--- src/rtl/lif_pkg.sv ---
// Shared constants and types for the LIF parameter loader: frame layout,
// reset values of the committed parameter set and the loader FSM encoding.
package lif_pkg;

  localparam int unsigned FRAME_BITS = 24;

  // Field widths within the configuration frame
  localparam int unsigned THR_W    = 8;
  localparam int unsigned WGT_W    = 6;
  localparam int unsigned LEAK_W   = 4;
  localparam int unsigned REFRAC_W = 4;

  // Field LSB offsets; bits [1:0] are reserved and ignored
  localparam int unsigned THR_LSB    = 16;
  localparam int unsigned WGT_LSB    = 10;
  localparam int unsigned LEAK_LSB   = 6;
  localparam int unsigned REFRAC_LSB = 2;

  // Values restored by reset
  localparam logic [THR_W-1:0]    DEF_THRESHOLD = 8'd100;
  localparam logic [WGT_W-1:0]    DEF_WEIGHT    = 6'd8;
  localparam logic [LEAK_W-1:0]   DEF_LEAK      = 4'd1;
  localparam logic [REFRAC_W-1:0] DEF_REFRAC    = 4'd2;

  typedef enum logic [1:0] {
    StIdle,
    StShift,
    StCommit
  } lif_state_e;

endpackage

--- src/rtl/lif_sync_bit.sv ---
// Single-bit flop synchroniser, STAGES deep, with synchronous reset.
// The chain freezes while enable is low so that bits already in flight are
// not lost or replaced during a stall.
module lif_sync_bit #(
  parameter int unsigned STAGES = 2
) (
  input  logic clk_i,
  input  logic reset_i,
  input  logic enable_i,
  input  logic d_i,
  output logic q_o
);

  logic [STAGES-1:0] sync_q;

  // Shift the input through the synchroniser chain
  always_ff @(posedge clk_i) begin
    if (reset_i) begin
      sync_q <= '0;
    end else if (enable_i) begin
      sync_q[0] <= d_i;
      for (int i = 1; i < STAGES; i++) begin
        sync_q[i] <= sync_q[i-1];
      end
    end
  end

  assign q_o = sync_q[STAGES-1];

endmodule

--- src/rtl/lif_param_loader.sv ---
// Serial configuration front-end for the LIF neuron core. Collects a frame
// MSB first while load_mode is high and commits it atomically into the
// shadow parameter set only if exactly FRAME_BITS bits were received.
module lif_param_loader #(
  parameter int unsigned FRAME_BITS    = lif_pkg::FRAME_BITS,
  parameter int unsigned SYNC_STAGES   = 2,
  parameter logic [7:0]  DEF_THRESHOLD = lif_pkg::DEF_THRESHOLD,
  parameter logic [5:0]  DEF_WEIGHT    = lif_pkg::DEF_WEIGHT,
  parameter logic [3:0]  DEF_LEAK      = lif_pkg::DEF_LEAK,
  parameter logic [3:0]  DEF_REFRAC    = lif_pkg::DEF_REFRAC
) (
  input  logic       clk,
  input  logic       reset,
  input  logic       enable,
  input  logic       load_mode,
  input  logic       serial_data,
  output logic [7:0] threshold,
  output logic [5:0] weight_a,
  output logic [3:0] leak_rate,
  output logic [3:0] refrac_period,
  output logic       params_ready,
  output logic       param_update,
  output logic       frame_err
);

  import lif_pkg::*;

  // Counter must hold FRAME_BITS+1 to flag an overrun
  localparam int unsigned    CntW    = $clog2(FRAME_BITS + 2);
  localparam logic [CntW-1:0] CntOne  = CntW'(1);
  localparam logic [CntW-1:0] CntFull = CntW'(FRAME_BITS);
  localparam logic [CntW-1:0] CntSat  = CntW'(FRAME_BITS + 1);

  lif_state_e            state_q, state_d;
  logic                  lm_s, sd_s;
  logic [FRAME_BITS-1:0] shift_q;
  logic [CntW-1:0]       cnt_q;
  logic                  valid_seen_q;
  logic                  commit_ok_q;

  lif_sync_bit #(
    .STAGES(SYNC_STAGES)
  ) u_sync_lm (
    .clk_i   (clk),
    .reset_i (reset),
    .enable_i(enable),
    .d_i     (load_mode),
    .q_o     (lm_s)
  );

  lif_sync_bit #(
    .STAGES(SYNC_STAGES)
  ) u_sync_sd (
    .clk_i   (clk),
    .reset_i (reset),
    .enable_i(enable),
    .d_i     (serial_data),
    .q_o     (sd_s)
  );

  // FSM state register; frozen while enable is low
  always_ff @(posedge clk) begin
    if (reset) begin
      state_q <= StIdle;
    end else if (enable) begin
      state_q <= state_d;
    end
  end

  // FSM next-state: frame envelope follows lm_s, COMMIT lasts one cycle
  always_comb begin
    state_d = state_q;
    unique case (state_q)
      StIdle:   if (lm_s)  state_d = StShift;
      StShift:  if (!lm_s) state_d = StCommit;
      StCommit: state_d = StIdle;
      default:  state_d = StIdle;
    endcase
  end

  // FSM outputs: pulse only while sitting in COMMIT after a good frame
  always_comb begin
    param_update = 1'b0;
    if (state_q == StCommit) begin
      param_update = commit_ok_q;
    end
  end

  // Datapath: bit collection, counting and the atomic shadow update. The
  // first bit arrives together with the envelope, so it is captured on
  // leaving IDLE. The shadow set is written on the edge entering COMMIT so
  // that new values and param_update become visible together.
  always_ff @(posedge clk) begin
    if (reset) begin
      shift_q       <= '0;
      cnt_q         <= '0;
      valid_seen_q  <= 1'b0;
      commit_ok_q   <= 1'b0;
      frame_err     <= 1'b0;
      params_ready  <= 1'b0;
      threshold     <= DEF_THRESHOLD;
      weight_a      <= DEF_WEIGHT;
      leak_rate     <= DEF_LEAK;
      refrac_period <= DEF_REFRAC;
    end else if (enable) begin
      unique case (state_q)
        StIdle: begin
          if (lm_s) begin
            shift_q      <= {shift_q[FRAME_BITS-2:0], sd_s};
            cnt_q        <= CntOne;
            frame_err    <= 1'b0;
            params_ready <= 1'b0;
          end
        end
        StShift: begin
          if (lm_s) begin
            shift_q <= {shift_q[FRAME_BITS-2:0], sd_s};
            if (cnt_q != CntSat) begin
              cnt_q <= cnt_q + CntOne;
            end
          end else begin
            commit_ok_q <= (cnt_q == CntFull);
            if (cnt_q == CntFull) begin
              threshold     <= shift_q[THR_LSB +: THR_W];
              weight_a      <= shift_q[WGT_LSB +: WGT_W];
              leak_rate     <= shift_q[LEAK_LSB +: LEAK_W];
              refrac_period <= shift_q[REFRAC_LSB +: REFRAC_W];
              params_ready  <= 1'b1;
              valid_seen_q  <= 1'b1;
            end else begin
              frame_err    <= 1'b1;
              params_ready <= valid_seen_q;
            end
          end
        end
        default: ;
      endcase
    end
  end

endmodule
--- config.mk ---
export PLATFORM = sky130hd
export DESIGN_NAME = lif_param_loader
export DESIGN_NICKNAME = d
export VERILOG_FILES = /design/src/rtl/lif_pkg.sv /design/src/rtl/lif_sync_bit.sv /design/src/rtl/lif_param_loader.sv
export SDC_FILE = /design/constraint.sdc
export NUM_CORES = 1
export LEC_CHECK = 0
export ABC_AREA = 1
export BUFFER_PORTS_ARGS = -buffer_cell sky130_fd_sc_hd__buf_2
export CORE_MARGIN = 8
export CORE_UTILIZATION = 40
export CTS_CLUSTER_SIZE = 12
export DETAILED_ROUTE_END_ITERATION = 7
export PLACE_DENSITY = 0.59
export SYNTH_ARGS = -nofsm -noshare
export SYNTH_HDL_FRONTEND = slang
export SYNTH_SLANG_ARGS = --single-unit
--- constraint.sdc ---
create_clock -name clk -period 4.1 [get_ports clk]
set_clock_uncertainty 0.05 [all_clocks]
set_input_delay 0.615 -clock clk [delete_from_list [all_inputs] [get_ports clk]]
set_output_delay 0.615 -clock clk [all_outputs]
set_load 0.01 [all_outputs]
==> results.md <==
- First-pass GRT wire length: 8.18 mm
- Via count: 1956
- R2R setup slack: 2080 ps
- DP Wirelength: between 3 and 4 mm
- Critical Path Start: state_q[0]
- Max incr delay on CP: 640 ps
- H-tree depth: 3
- CP Max Fanout: 39
- Post-synth EDFFs: 0
- Worst IR drop on VDD: 0.192 mV
- Largest delay share family, worst path: simple AND/OR/NAND/NOR gates
- Crit-path slowest cell: nor2_4
- Top achievable clock speed: between 400 and 500 MHz
- Reg2reg path depth: 7
- Vias in the first global route: 1800
- Crit path required time: 4240 ps
- Max-slew violation count: 0
- CTS max path bufs: 2
- WS Path Type: flip-flop to flip-flop
- Chip Height: 93.0 um
- Initial Utilization: 40.8%
- Die W: 93.0 um
- Main flop type after synthesis: dfxtp_1
- Worst EP arrival: 2160 ps
- Syn. warnings: 0
- # DRC: 0
- Post-synth top area share: about half
- RePlAce Congestion: about 0.85
- Clk slew on worst S/H paths: 60 ps
- Remaining Overflow, GRT: 0
- Syn nets: 327
- Total power per unit cell area: around 430 nW/um^2
- Fin crit period: 2020 ps
- Layer with the highest usage: met2
- Post-Syn Area: 2370 um^2
- Initial antenna violation count: 0
- Starting DRC count in detailed routing: 108
- Library cells used by synthesis: 20
- R2R Path End: threshold[2]
- CP Cell Sequence: inv_2 > nor2_4 > nand3_4 > nor2_4 > inv_2 > nand2_1 > nand3_1
- Antenna Nets Post-Route: 0
- R2R Path Start: state_q[0]
- Share of cells above drive strength 1: between 10% and 20%
- CTS tree: yes
- # diodes: 0
- Pin count of the biggest net entering global routing: between 40 and 50
- Setup repair bufs after CTS: 0
- # rows: 28
- Final setup vio count: 0
- NumNets Final: 354
- Vias per cell: roughly 4.6
- Synth area leaders: dfxtp_1 52%, nand2_1 11%, nor2_1 8.7%
- Wirelength, routed: 4.78 mm
- Setup crit end: threshold[2]
- Unrepaired setup endpoints after global routing: no
- CTS Hold Bufs: 0
- Slew @ Worst Pin: 824 ps
- WP buf/inv: 2
- FILL cells: just under 600
- Largest area contributor in the netlist: dfxtp_1
- Global Route Usage Sum: about an eighth
- Hold slack: 407 ps
- Post-synthesis sequential area ratio: 51.5%
- Syn Inst Count: roughly 320
- M1 GR Usage: 15.1%
- Met3 usage in global routing: approximately 4.7%
- Avg Cell Area, Syn: about 7.4 um^2
- Async set-reset flop share out of synthesis: 0%
- Max Cap Viol: 0
- Inserted Clock Buffers: 9
- Final Hold Vio Count: 0
- DR pass1 iterations: 5
- Most frequent cells after synthesis: 70 x nand2_1, 61 x dfxtp_1, 55 x nor2_1
- Wire per inst: ~11 um
- Status: complete, no violations
- #FFs+latches synth: 61
- Met2 Resource Use GR: 16.7%
- Core area: 5820 um^2
- Area Overhead vs Synth: 15.2%
- Num ports: 30
- Crit path launch type: flip-flop
- CP endpoint kind: flip-flop
- Buffers on Ports: 29
- Slew headroom: 44.9%
- Crit. path cell count: 7
- Setup TNS: 0 ps
- Leakage: between 1 and 1.5 nW
- Hold Crit Class: flip-flop to flip-flop
- Period utilization: 49.2%
- Die area: 8650 um^2
- Clk Tree Root Cell: clkbuf_8
- Post-cts resize count: 0
- Count leader, synth: nand2_1
- CTS Sinks: 61
- Worst-Skew Late Latency: 330 ps
-- how the worst min path moves through the flow --
stage / slack, ps / from / endpoint / depth (start not counted)
6_report: 410 / shift_q[23] / shift_q[23] / 2
2_1_floorplan: 380 / shift_q[23] / shift_q[23] / 2
3_5_place_dp: 400 / shift_q[23] / shift_q[23] / 2
4_1_cts: 410 / shift_q[23] / shift_q[23] / 2
3_3_place_gp: 400 / shift_q[23] / shift_q[23] / 2
5_1_grt: 430 / u_sync_sd.sync_q[1] / shift_q[0] / 2
-- metal layers --
layer	share of wire, %	up-vias	wire (um)
met3	6.5	11	312
li1	-	1056	-
met2	40	49	1900
met4	2.5	0	119
met5	0	-	0
met1	51	840	2440
-- cells by family (layout without fill, tap and decap cells) --
group / count (synthesis) / after routing / synth area share, %
buffers and inverters: 49 / 79 / 8.65
and+or+nand+nor: 148 / 148 / 26.0
adders and majority gates: 3 / 3 / 1.58
DFF: 61 / 61 / 51.5
AOI/OAI and AO/OA: 58 / 58 / 12.2
-- power breakdown --
group | leakage [nW] | internal (mW) | total [mW] | switching, mW
clock | 0.0974 | 0.278 | 0.490 | 0.213
sequential | 0.495 | 0.609 | 0.617 | 0.00818
combinational | 0.580 | 0.0171 | 0.0545 | 0.0375
total | 1.17 | 0.904 | 1.16 | 0.258
-- sequential cells by signal, indices dropped and copies added (netlist names) --
name,cells
leak_rate,4
u_sync_sd.sync_q,2
cnt_q,5
refrac_period,4
shift_q,24
weight_a,6
threshold,8
params_ready,1
state_q,2
commit_ok_q,1
frame_err,1
valid_seen_q,1
u_sync_lm.sync_q,2
-- layout by cell type (no fill, tap or decap), drive strengths merged --
cell type  count
nand3b         1
o21ai         28
clkbuf        13
nor2          58
nand3         15
nand2         70
nand4          3
dfxtp         61
clkinv         2
a21oi         30
ha             3
nor3           1
buf           31
inv           33
-- worst register-to-register path, stage by stage, from the launching register on --
cell and delay (ps):
dfxtp_1 460, inv_2 80, nor2_4 130, nand3_4 110
nor2_4 640, inv_2 230, nand2_1 110, nand3_1 60
-- through the flow --
step                      area [um^2]  instances  util, %  power (mW)  worst slack, ps
final                            2730        424     47.0        1.16             2080
after global routing             2730        424     47.0        1.22             1790
after CTS                        2730        424     47.0        1.18             2030
after detailed placement         2550        410     43.8       0.685             1920
after global placement           2550        410     43.8       0.684             1940
after floorplan                  2370        319        -       0.671             2630
-- cell type report --
| class | count | area (um^2) | share of cell area (%) |
|---|---|---|---|
| flip-flops and latches | 61 | 1220 | 44.7 |
| multi-input cells | 209 | 945 | 34.6 |
| clock buffers | 13 | 179 | 6.55 |
| repair buffers | 31 | 160 | 5.86 |
| inverters | 34 | 128 | 4.67 |
| well taps | 75 | 93.8 | 3.44 |
| clock inverters | 1 | 5.00 | 0.183 |
(Power assumes the default switching activity.)
